<file path="config.mk">
export PLATFORM = sky130hd
export DESIGN_NAME = io_trap_ctrl
export DESIGN_NICKNAME = d
export VERILOG_FILES = /design/src/rtl/io_trap_ctrl.sv
export SDC_FILE = /design/constraint.sdc
export NUM_CORES = 1
export LEC_CHECK = 0
export CORE_UTILIZATION = 49
export CTS_CLUSTER_SIZE = 10
export DETAILED_ROUTE_END_ITERATION = 6
export GPL_ROUTABILITY_DRIVEN = 0
export PLACE_DENSITY = 0.8
export SLEW_MARGIN = 20
export SYNTH_ARGS = -nofsm -noshare
export SYNTH_HDL_FRONTEND = slang
export SYNTH_SLANG_ARGS = --single-unit
</file>
<file path="constraint.sdc">
create_clock -name clk -period 2.55 [get_ports clk]
set_clock_uncertainty 0.1 [all_clocks]
set_input_delay 0.51 -clock clk [delete_from_list [all_inputs] [get_ports clk]]
set_output_delay 0.51 -clock clk [all_outputs]
set_load 0.02 [all_outputs]
</file>
<file path="src/rtl/io_trap_ctrl.sv">
// Z80 IO-port trap controller: catches user-mode IO to a port window, raises a
// timed NMI, and tracks supervisor mode until the RETN-to-user handoff.
module io_trap_ctrl #(
    parameter int unsigned NMI_CYCLES = 4
) (
    input  logic       clk,
    input  logic       reset_n,
    input  logic       iorq_n,
    input  logic       m1_n,
    input  logic [7:0] addr,
    input  logic       io_direction,
    input  logic       last_isr_untrap,
    input  logic       new_isr,
    input  logic       trap_en,
    input  logic [7:0] trap_lo,
    input  logic [7:0] trap_hi,
    input  logic       clr_count,
    output logic       nmi_n,
    output logic       supervisor,
    output logic       ignore_next_isr,
    output logic [7:0] trap_port,
    output logic       trap_dir,
    output logic       trap_valid,
    output logic [7:0] trap_count
);

    typedef enum logic [1:0] {
        ST_USER,
        ST_NMI,
        ST_SUPER,
        ST_EXIT
    } state_t;

    localparam logic [3:0] LP_NMI_LOAD = 4'(NMI_CYCLES - 1);

    state_t     r_state;
    logic [3:0] r_nmi_cnt;
    logic       r_nmi_n;
    logic       r_supervisor;
    logic       r_ignore;
    logic [7:0] r_trap_port;
    logic       r_trap_dir;
    logic       r_trap_valid;
    logic [7:0] r_trap_count;

    logic       r_iorq_s1, r_iorq_s2, r_iorq_d;
    logic       r_m1_s1, r_m1_s2, r_m1_d;
    logic [2:0] r_arm;

    logic       w_io_event;
    logic       w_m1_fall;
    logic       w_in_window;
    logic       w_trap;
    logic       w_unused;

    assign w_unused = new_isr;

    // Edges are only trusted once the history flop holds a post-reset sample,
    // so a strobe already low at reset release never looks like a falling edge.
    always_ff @(posedge clk or negedge reset_n) begin
        if (!reset_n) begin
            r_iorq_s1 <= 1'b1;
            r_iorq_s2 <= 1'b1;
            r_iorq_d  <= 1'b1;
            r_m1_s1   <= 1'b1;
            r_m1_s2   <= 1'b1;
            r_m1_d    <= 1'b1;
            r_arm     <= '0;
        end else begin
            r_iorq_s1 <= iorq_n;
            r_iorq_s2 <= r_iorq_s1;
            r_iorq_d  <= r_iorq_s2;
            r_m1_s1   <= m1_n;
            r_m1_s2   <= r_m1_s1;
            r_m1_d    <= r_m1_s2;
            r_arm     <= {r_arm[1:0], 1'b1};
        end
    end

    assign w_io_event  = r_arm[2] & r_iorq_d & ~r_iorq_s2 & r_m1_s2;
    assign w_m1_fall   = r_arm[2] & r_m1_d & ~r_m1_s2;
    assign w_in_window = (trap_lo <= addr) && (addr <= trap_hi);
    assign w_trap      = (r_state == ST_USER) && w_io_event && trap_en && w_in_window;

    always_ff @(posedge clk or negedge reset_n) begin
        if (!reset_n) begin
            r_state      <= ST_USER;
            r_nmi_cnt    <= '0;
            r_nmi_n      <= 1'b1;
            r_supervisor <= 1'b0;
            r_ignore     <= 1'b0;
            r_trap_port  <= '0;
            r_trap_dir   <= 1'b0;
            r_trap_valid <= 1'b0;
            r_trap_count <= '0;
        end else begin
            case (r_state)
                ST_USER: begin
                    if (w_trap) begin
                        r_state      <= ST_NMI;
                        r_nmi_cnt    <= LP_NMI_LOAD;
                        r_nmi_n      <= 1'b0;
                        r_supervisor <= 1'b1;
                        r_ignore     <= 1'b1;
                        r_trap_port  <= addr;
                        r_trap_dir   <= io_direction;
                        r_trap_valid <= 1'b1;
                    end
                end
                ST_NMI: begin
                    if (r_nmi_cnt == '0) begin
                        r_state  <= ST_SUPER;
                        r_nmi_n  <= 1'b1;
                        r_ignore <= 1'b0;
                    end else begin
                        r_nmi_cnt <= r_nmi_cnt - 4'd1;
                    end
                end
                ST_SUPER: begin
                    if (last_isr_untrap) begin
                        r_state <= ST_EXIT;
                    end
                end
                ST_EXIT: begin
                    if (w_m1_fall) begin
                        r_state      <= ST_USER;
                        r_supervisor <= 1'b0;
                        r_trap_valid <= 1'b0;
                    end
                end
                default: r_state <= ST_USER;
            endcase

            if (clr_count) begin
                r_trap_count <= w_trap ? 8'd1 : 8'd0;
            end else if (w_trap && (r_trap_count != 8'hFF)) begin
                r_trap_count <= r_trap_count + 8'd1;
            end
        end
    end

    assign nmi_n           = r_nmi_n;
    assign supervisor      = r_supervisor;
    assign ignore_next_isr = r_ignore;
    assign trap_port       = r_trap_port;
    assign trap_dir        = r_trap_dir;
    assign trap_valid      = r_trap_valid;
    assign trap_count      = r_trap_count;

endmodule

</file>
==> Yosys cells after proc, flatten, opt, wreduce, memory -nomap -nowiden <==
Cells that the tools add are included.
{ "totals": {"output_inout_bits": 21, "latchBits": 0, "mem_bits_ro": 0, "register_bits": 35, "in_bits": 33, "n_memories": 0, "ram_bits": 0, "word_cells": 69} }
{ "classes": {"n_addsub": 2, "n_eq_ne": 9, "mux": 19, "reduce_logical": 15, "shifts": 0, "div": 0, "magnitude_cmp": 2, "bitwise": 7, "mul": 0} }
{ "ops": {"columns": ["operator", "count"], "rows": [
  ["8-bit less-or-equal comparator", 2],
  ["8-bit 2-to-1 mux", 2],
  ["2-bit != test (second input constant)", 5],
  ["3-bit AND reduction", 3],
  ["8-bit by 1-bit adder with 8-bit output (second input constant)", 1],
  ["2-bit 2-to-1 mux", 4],
  ["4-bit 2-to-1 mux", 2],
  ["8-bit != test (second input constant)", 1],
  ["2-bit one-hot mux with 4 select lines", 1],
  ["4-bit one-hot mux with 2 select lines", 1],
  ["1-bit 2-to-1 mux", 6],
  ["1-bit one-hot mux with 2 select lines", 3],
  ["2-bit nonzero test", 3],
  ["1-bit bitwise AND", 5],
  ["1-bit logical AND", 5],
  ["2-bit == test (second input constant)", 2],
  ["4-bit zero test", 1],
  ["4-bit AND reduction", 1],
  ["4-bit by 1-bit subtractor with 4-bit output (second input constant)", 1],
  ["2-bit by 1-bit == test with 1-bit output (second input constant)", 1],
  ["2-bit zero test", 1],
  ["1-bit NOT", 2],
  ["2-bit AND reduction", 1]
]} }

==> Depth between registers and ports, before layout <==
Gate-level depths: netlist (run 1).
{ "depth": {"word_depth": 9, "mapped_depth": 9} }

==> Worst setup path after synthesis (run 1) <==
Ideal clock, no wire load.
{ "synth_path": {"path_kind": "input port to flip-flop", "from": "input port addr[3]", "to": "register r_trap_count[2], in the netlist trap_count[2]", "cell_stages": 8, "slack_ns": 0.051, "required_ns": 2.322, "arrival_ns": 2.271, "cell_sequence": "inv_1 -> ha_1 -> and3_4 -> a221oi_2 -> a2bb2oi_2 -> nand4_2 -> nor3b_1 -> mux2_1"} }
{ "synth_between": {"elab_chain_cells": 5} }
{ "synth_lines": {"columns": ["element", "line_no", "source"], "rows": [
  ["from (decl)", "10", "input logic [7:0] addr,"],
  ["8-bit less-or-equal comparator", "82", "assign w_in_window = (trap_lo <= addr) && (addr <= trap_hi);"],
  ["1-bit logical AND *", "82", null],
  ["1-bit logical AND *", "83", "assign w_trap = (r_state == ST_USER) && w_io_event && trap_en && w_in_window;"],
  ["1-bit logical AND *", "136", "end else if (w_trap && (r_trap_count != 8'hFF)) begin"],
  ["2-bit nonzero test (no source line) *", null, null],
  ["to (signal assigned)", "135", "r_trap_count <= w_trap ? 8'd1 : 8'd0;"],
  ["to (signal assigned)", "137", "r_trap_count <= r_trap_count + 8'd1;"],
  ["to (decl)", "44", "logic [7:0] r_trap_count;"]
]} }
Every way passes the cells marked *; elsewhere a longest branch is shown, timed or not.
A chain may end at the register's enable or synchronous reset.

==> Final worst setup path (run 1) <==
{ "layout_path": {"from": "input port trap_lo[4]", "to": "register r_nmi_cnt[3]"} }
{ "layout_between": {"elab_chain_cells": 5} }
{ "layout_lines": {"columns": ["element", "line_no", "source"], "rows": [
  ["from (decl)", "15", "input logic [7:0] trap_lo,"],
  ["8-bit less-or-equal comparator", "82", null],
  ["1-bit logical AND", "82", null],
  ["1-bit logical AND", "83", null],
  ["2-bit != test (no source line)", null, null],
  ["3-bit AND reduction (no source line)", null, null],
  ["to (signal assigned)", "116", "r_nmi_cnt <= r_nmi_cnt - 4'd1;"],
  ["to (decl)", "37", "logic [3:0] r_nmi_cnt;"]
]} }
No other way between the ends.

==> results of run 1 <==
-- state kept, by name, indices dropped and copies added (netlist names) --
signal           flops
r_iorq_s2            1
r_state              2
r_arm                3
r_iorq_d             1
trap_count           8
r_m1_s1              1
ignore_next_isr      1
r_m1_s2              1
nmi_n                1
r_nmi_cnt            4
trap_valid           1
r_m1_d               1
r_iorq_s1            1
trap_port            8
trap_dir             1
-- worst max path at each step --
stage	startpoint	endpoint	slack [ns]	cells after the start
floorplan	addr[3]	trap_count[2]$_DFFE_PN0P_	0.05	8
global placement	addr[2]	r_nmi_cnt[1]$_DFFE_PN0P_	-0.57	10
detailed placement	addr[2]	r_nmi_cnt[1]$_DFFE_PN0P_	-0.66	10
CTS	addr[0]	r_nmi_cnt[1]$_DFFE_PN0P_	0.003	10
global route	trap_lo[0]	trap_port[7]$_DFFE_PN0P_	-0.07	12
finish	trap_lo[4]	r_nmi_cnt[3]$_DFFE_PN0P_	0.02	9
-- cells in the final DEF (no fill, tap or decap), drive strengths merged, types with 2 or more instances in the layout --
master and n:
a21o 3, a21oi 12, a221o 2, a221oi 3
a22o 2, a311oi 2, and3 7, and4 2
buf 35, clkbuf 8, clkdlybuf4s50 32, dfrtp 28
dfstp 7, dlygate4sd2 9, dlymetal6s2s 9, ha 24
inv 27, mux2 7, mux2i 5, nand2 15
nand3 2, nand3b 2, nand4 5, nor2 12
nor2b 8, nor3b 6, o21ai 13, o22ai 2
-- logic make-up after synthesis --
logic type	synth area share [%]
muxes	6.10
buffers and inverters	6.69
adders and majority gates	14.2
DFF	41.9
AOI/OAI and AO/OA	14.3
and+or+nand+nor	16.6
other	0.178
-- layout make-up --
class                           instances  area (um2)
Clock buffer                            6        82.6
Clock inverter                          2        35.0
Fill cell                             210         769
Inverter                               27         101
Multi-Input combinational cell        144        1320
Sequential cell                        35         885
Tap cell                               50        62.6
Timing Repair Buffer                   87         805
-- metal layers --
layer  GRT usage (%)  vias to the layer above  wire length [um]
met5               0                        -                 0
met1            28.9                      964              2390
li1                -                      918                 -
met4            11.7                        0               218
met2            48.5                       88              3360
met3            6.08                       23               304
-- repair_timing --
action                     4_1_cts  5_1_grt
pin swaps                       11       14
buffers inserted                 6        3
resized for setup               36       34
setup endpoints to repair       26       26
gates cloned                     0        1
-- stage by stage --
| stage | hold WS (ns) | setup TNS (ns) | power [uW] | util [%] |
|---|---|---|---|---|
| after floorplan | 0.114 | 0 | 1240 | - |
| after global placement | 0.232 | -11.11 | 1550 | 70.1 |
| after detailed placement | 0.235 | -12.94 | 1580 | 70.1 |
| after CTS | 0.250 | 0 | 2120 | 77.6 |
| after global routing | 0.261 | -0.433 | 2330 | 81.0 |
| final | 0.252 | 0 | 2210 | 81.0 |
-- power breakdown --
part           switching (uW)  internal, uW  leakage (uW)  total [uW]
combinational             478           450       0.00111         928
clock                     216           317     0.0000612         532
sequential               80.2           666      0.000430         746
total                     774          1430       0.00160        2210
-- critical path: stages --
cell	delay [ns]
sky130_fd_sc_hd__clkdlybuf4s50_1	0.43
sky130_fd_sc_hd__ha_1	0.29
sky130_fd_sc_hd__and4_4	0.26
sky130_fd_sc_hd__nand2_2	0.08
sky130_fd_sc_hd__a2bb2oi_4	0.16
sky130_fd_sc_hd__and4_4	0.22
sky130_fd_sc_hd__buf_6	0.13
sky130_fd_sc_hd__a22o_1	0.19
sky130_fd_sc_hd__a221o_1	0.32
==> metrics.md, run 1 <==
| Metric | Value |
|---|---|
| Maximum clock insertion buffer count | `2` |
| Post-Synthesis Mean Instance Area | `9.87 um2` |
| Setup ws final | `0.0222 ns` |
| I/O pin count | `54` |
| Antenna violations before repair | `0` |
| Worst-path maximum fanout | `5` |
| Worst setup timing slack at the placement stage | `-0.661 ns` |
| Global-route wire length before repair | `8910 um` |
| Proportion of synthesized chip area in sequential cells | `41.9%` |
| Post-route standard cell area excluding fillers | `3290 um2` |
| Critical Path Sink Type | `flip-flop` |
| Final setup violation count | `0` |
| Root Buffer | `sky130_fd_sc_hd__clkbuf_8` |
| R2r setup slk | `0.26 ns` |
| Area of the die | `4580 um2` |
| Initial DRT Pass Iterations | `5` |
| Final max-slew violation count | `0` |
| Power Density | `671 nW/um2` |
| Share of final-layout standard cells stronger than drive strength 1 | `31.2%` |
| Initial Utilization | `52.1%` |
| Clock tree from TritonCTS | `done` |
| Class of the most critical setup path | `input pin to flip-flop` |
| Synth area leader | `sky130_fd_sc_hd__dfrtp_1` |
| Cell area after placement | `2840 um2` |
| Via count of the first global-routing pass | `2015` |
| Fmax | `396 MHz` |
| Cells on Worst Hold Path | `0` |
| Final period util | `99.1%` |
| Most numerous cell in the Yosys netlist | `sky130_fd_sc_hd__dfrtp_1` |
| Worst Hold Launch | `r_arm[0]$_DFF_PN0_` |
| Average via count per standard cell | `5.68` |
| Number of enable-type register cells in the synthesized netlist | `0` |
| All-Layer GR Usage | `26.6%` |
| Detailed-route DRC error count | `0` |
| Die Y-Extent | `67.7 um` |
| Quantity of hold-fixing buffers added after cts | `0` |
| Syn Std Cell Area | `2110 um2` |
| Routed wire length per instance | `17.9 um` |
| Clock transition time at the flip-flop clock pins of the worst setup and hold paths | `0.08 ns` |
| Sum of routed wire length over all layers | `6280 um` |
| Number of clock buffers inserted by TritonCTS | `5` |
| Max-cap violations | `0` |
| Worst reg2reg endpoint | `trap_port[7]$_DFFE_PN0P_` |
| Area share of the largest cell type after synthesis | `33.2%` |
| Clock latency on the worst-skew pair | `0.29 ns` |
| Post-synthesis instance total | `214` |
| Gr ovfl total | `0` |
| Overall die width | `67.7 um` |
| Static power due to leakage | `0.00160 uW` |
| Maximum number of pins on one net before global-route repair | `36` |
| Layout overhead on the synthesized area | `55.7%` |
| IO Port Bufs | `52` |
| HPWL reported at the end of detailed placement | `3550 um` |
| Destination of the worst hold path | `r_arm[1]$_DFF_PN0_` |
| Count of routing violations after the opening detailed-route iteration | `181` |
| Post-synth net total | `271` |
| Top cell types by occurrence after synthesis | `28 x sky130_fd_sc_hd__dfrtp_1, 27 x sky130_fd_sc_hd__inv_1, 24 x sky130_fd_sc_hd__ha_1` |
| Worst path arrival time | `2.60 ns` |
| Outcome | `finished, final reports clean` |
| Number of cells on the worst reg-to-reg path | `10` |
| Cell types with the largest area share after synthesis | `sky130_fd_sc_hd__dfrtp_1 33%, sky130_fd_sc_hd__ha_1 14%, sky130_fd_sc_hd__dfstp_2 8.7%` |
| Class of the worst hold path | `flip-flop to flip-flop` |
| Post-synth top flop | `sky130_fd_sc_hd__dfrtp_1` |
| Cell Count, Final, Fillers Out | `351` |
| Yosys Warn Count | `0` |
| Peak VDD IR | `0.323 mV` |
| Diode count | `0` |
| Kind of launch point of the worst setup path | `input pin` |
| Post-synthesis cell type count | `42` |
| Final Critical Period | `2.53 ns` |
| Async S/R FF share, synth | `100%` |
| Vias post-DR | `1993` |
| Placed cells | `333` |
| Final number of hold-violating endpoints | `0` |
| Final net count | `357` |
| Core Box Area | `4060 um2` |
| Worst flop-to-flop path startpoint | `r_state[0]$_DFFE_PN0P_` |
| Clock sink count | `35` |
| Floorplan row count | `23` |
| Register bit count reported by yosys | `35` |
| WP data required | `2.62 ns` |
| Count of nets left with antenna violations after detail routing | `0` |
| H-tree depth reported by CTS | `2` |
Power figures use the tool's default switching activity.
==> run 2: changes to the inputs <==
REMOVE_ABC_BUFFERS = 1   (was default)
==> run 2 against run 1 <==
The run now ends with negative setup slack left. Via count decreased by 5.3%. Wire length down 11%. Final area down 1.1%. Critical path type unchanged. Critical endpoint is now trap_port[7]$_DFFE_PN0P_.
==> metrics.md, run 2 (synthesized netlist as in run 1, its figures left out) <==
| Metric | Value |
|---|---|
| Cell family contributing the most delay on the critical path | `buffers and inverters` |
| Worst path arrival time | `2.72 ns (+0.12 ns)` |
| I/O pin count | `54 (unchanged)` |
| Fmax | `379 MHz (-4.2%)` |
| Core Box Area | `4060 um2 (unchanged)` |
| R2r setup slk | `0.19 ns (-0.07 ns)` |
| Buf/Inv on CP | `3 (+1)` |
| Detailed-route DRC error count | `0 (unchanged)` |
| Final cell utilization of the core | `80.1% (-0.93 points)` |
| Critical Path Sink Type | `flip-flop` |
| Die Y-Extent | `67.7 um (unchanged)` |
| HPWL reported at the end of detailed placement | `3400 um (-4.2%)` |
| Post-route standard cell area excluding fillers | `3250 um2 (-1.1%)` |
| Share of final-layout standard cells stronger than drive strength 1 | `29.3% (-2.0 points)` |
| Worst Hold Launch | `r_arm[1]$_DFF_PN0_` |
| Kind of launch point of the worst setup path | `input pin` |
| Worst flop-to-flop path startpoint | `r_state[0]$_DFFE_PN0P_` |
| Count of nets left with antenna violations after detail routing | `0 (unchanged)` |
| Most frequent cells in the layout | `34 x sky130_fd_sc_hd__clkdlybuf4s50_1, 28 x sky130_fd_sc_hd__dfrtp_1, 22 x sky130_fd_sc_hd__buf_4` |
| Class of the most critical setup path | `input pin to flip-flop` |
| Quantity of hold-fixing buffers added after cts | `0 (unchanged)` |
| Vias post-DR | `1887 (-5.3%)` |
| Maximum clock insertion buffer count | `2 (unchanged)` |
| Clock tree from TritonCTS | `done` |
| Worst stage delay on the critical path | `0.40 ns (-0.03 ns)` |
| Max-cap violations | `0 (unchanged)` |
| Final period util | `103% (+4.3 points)` |
| Diode count | `0 (unchanged)` |
| Clock sink count | `35 (unchanged)` |
| Root Buffer | `sky130_fd_sc_hd__clkbuf_8` |
| Gr ovfl total | `0 (unchanged)` |
| Cell area after placement | `2810 um2 (-1.1%)` |
| Routed wire length per instance | `16.2 um (-9.2%)` |
| Outcome | `complete, but fails checks` |
| WP data required | `2.63 ns (about the same)` |
| Number of clock buffers inserted by TritonCTS | `5 (unchanged)` |
| Count of routing violations after the opening detailed-route iteration | `134 (-26%)` |
| Average via count per standard cell | `5.49 (-3.4%)` |
| Via count of the first global-routing pass | `1784 (-11%)` |
| H-tree depth reported by CTS | `2 (unchanged)` |
| Floorplan row count | `23 (unchanged)` |
| IO Port Bufs | `52 (unchanged)` |
| Class of the worst hold path | `flip-flop to flip-flop` |
| Clock transition time at the flip-flop clock pins of the worst setup and hold paths | `0.08 ns (about the same)` |
| Cells along the critical path | `clkdlybuf4s50_1, ha_1, and4_1, nand3_1, a2bb2oi_2, nand4_4, buf_6, bufbuf_16, o21ai_0` |
| Final max-slew violation count | `0 (unchanged)` |
| Library cell contributing the largest single delay on the critical path | `sky130_fd_sc_hd__clkdlybuf4s50_1` |
| Power Density | `681 nW/um2 (+1.4%)` |
| Peak VDD IR | `0.347 mV (+7.4%)` |
| Antenna violations before repair | `0 (unchanged)` |
| Initial Utilization | `52.1% (unchanged)` |
| Most common cell after layout, fill and taps aside | `sky130_fd_sc_hd__clkdlybuf4s50_1` |
| Maximum number of pins on one net before global-route repair | `36 (unchanged)` |
| All-Layer GR Usage | `22.8% (-3.8 points)` |
| Area of the die | `4580 um2 (unchanged)` |
| Static power due to leakage | `0.00158 uW (-1.4%)` |
| Initial DRT Pass Iterations | `6 (+1)` |
| Critical path launch point | `trap_lo[6]` |
| Failing checks | `negative setup slack` |
| Final number of hold-violating endpoints | `0 (unchanged)` |
| Final setup violation count | `3 (+3)` |
| Global-route wire length before repair | `7740 um (-13%)` |
| Clock latency on the worst-skew pair | `0.29 ns (about the same)` |
| Overall die width | `67.7 um (unchanged)` |
| Final net count | `350 (-2.0%)` |
| Final Critical Period | `2.64 ns (+0.110 ns)` |
| Sum of routed wire length over all layers | `5590 um (-11%)` |
| Setup ws final | `-0.0874 ns (-0.110 ns)` |
| Number of fillers in the final layout | `236 (+12%)` |
| Worst-path maximum fanout | `10 (+5)` |
| Layout overhead on the synthesized area | `53.9%` |
run 2: repair_timing:
item                                    in CTS  in global routing
pin swaps                                   11                 12
resized for setup                           25                 43
endpoints found under the setup margin      26                 20
setup buffers                                5                  0
gates cloned                                 1                  1
run 2: final cells by class:
cell class / instances / area, um2 / share of cell area, %
clock buffer: 6 / 82.6 / 2.54
clock inverter: 2 / 35.0 / 1.08
inverter: 27 / 101 / 3.12
multi-input combinational: 144 / 1300 / 39.9
sequential: 35 / 885 / 27.2
tap: 50 / 62.6 / 1.92
timing repair buffer: 80 / 788 / 24.2
run 2: worst paths after layout:
check | end | cells after the start
setup / recovery | trap_port[7]$_DFFE_PN0P_ | 9
hold / removal | r_arm[2]$_DFF_PN0_ | 0
setup reg to reg | trap_port[7]$_DFFE_PN0P_ | 8
hold reg to reg | r_arm[2]$_DFF_PN0_ | 0
max in group asynchronous | r_iorq_s1$_DFF_PN1_ | 2
min in group asynchronous | trap_port[7]$_DFFE_PN0P_ | 2
run 2: stage by stage:
| stage | setup slack, ns | setup TNS, ns | total power, uW | std cells | hold slack, ns |
|---|---|---|---|---|---|
| finish | -0.0874 | -0.104 | 2210 | 344 | 0.254 |
| global route | -0.138 | -0.565 | 2320 | 344 | 0.265 |
| CTS | 0.0123 | 0 | 2110 | 343 | 0.252 |
| detailed placement | -0.675 | -12.35 | 1580 | 329 | 0.236 |
| global placement | -0.597 | -10.88 | 1550 | 329 | 0.231 |
| floorplan | -0.248 | -1.28 | 1230 | 206 | 0.114 |
run 2: power breakdown:
| part | internal, uW | switching (uW) |
|---|---|---|
| sequential | 666 | 81.1 |
| combinational | 453 | 477 |
| clock | 317 | 219 |
| total | 1440 | 776 |
run 2: layer usage:
layer  wire [um]  up-vias  GRT usage (%)
li1            -      903              -
met1        2420      895           27.6
met2        2780       77           37.6
met3         305       12           6.59
met4          84        0           9.04
met5           0        -              0
==> run 3: changes to the inputs <==
SKIP_LAST_GASP = 1   (was default)
==> results of run 3 <==
Same layout as run 2: the final DEF is identical, and so are final timing and power.
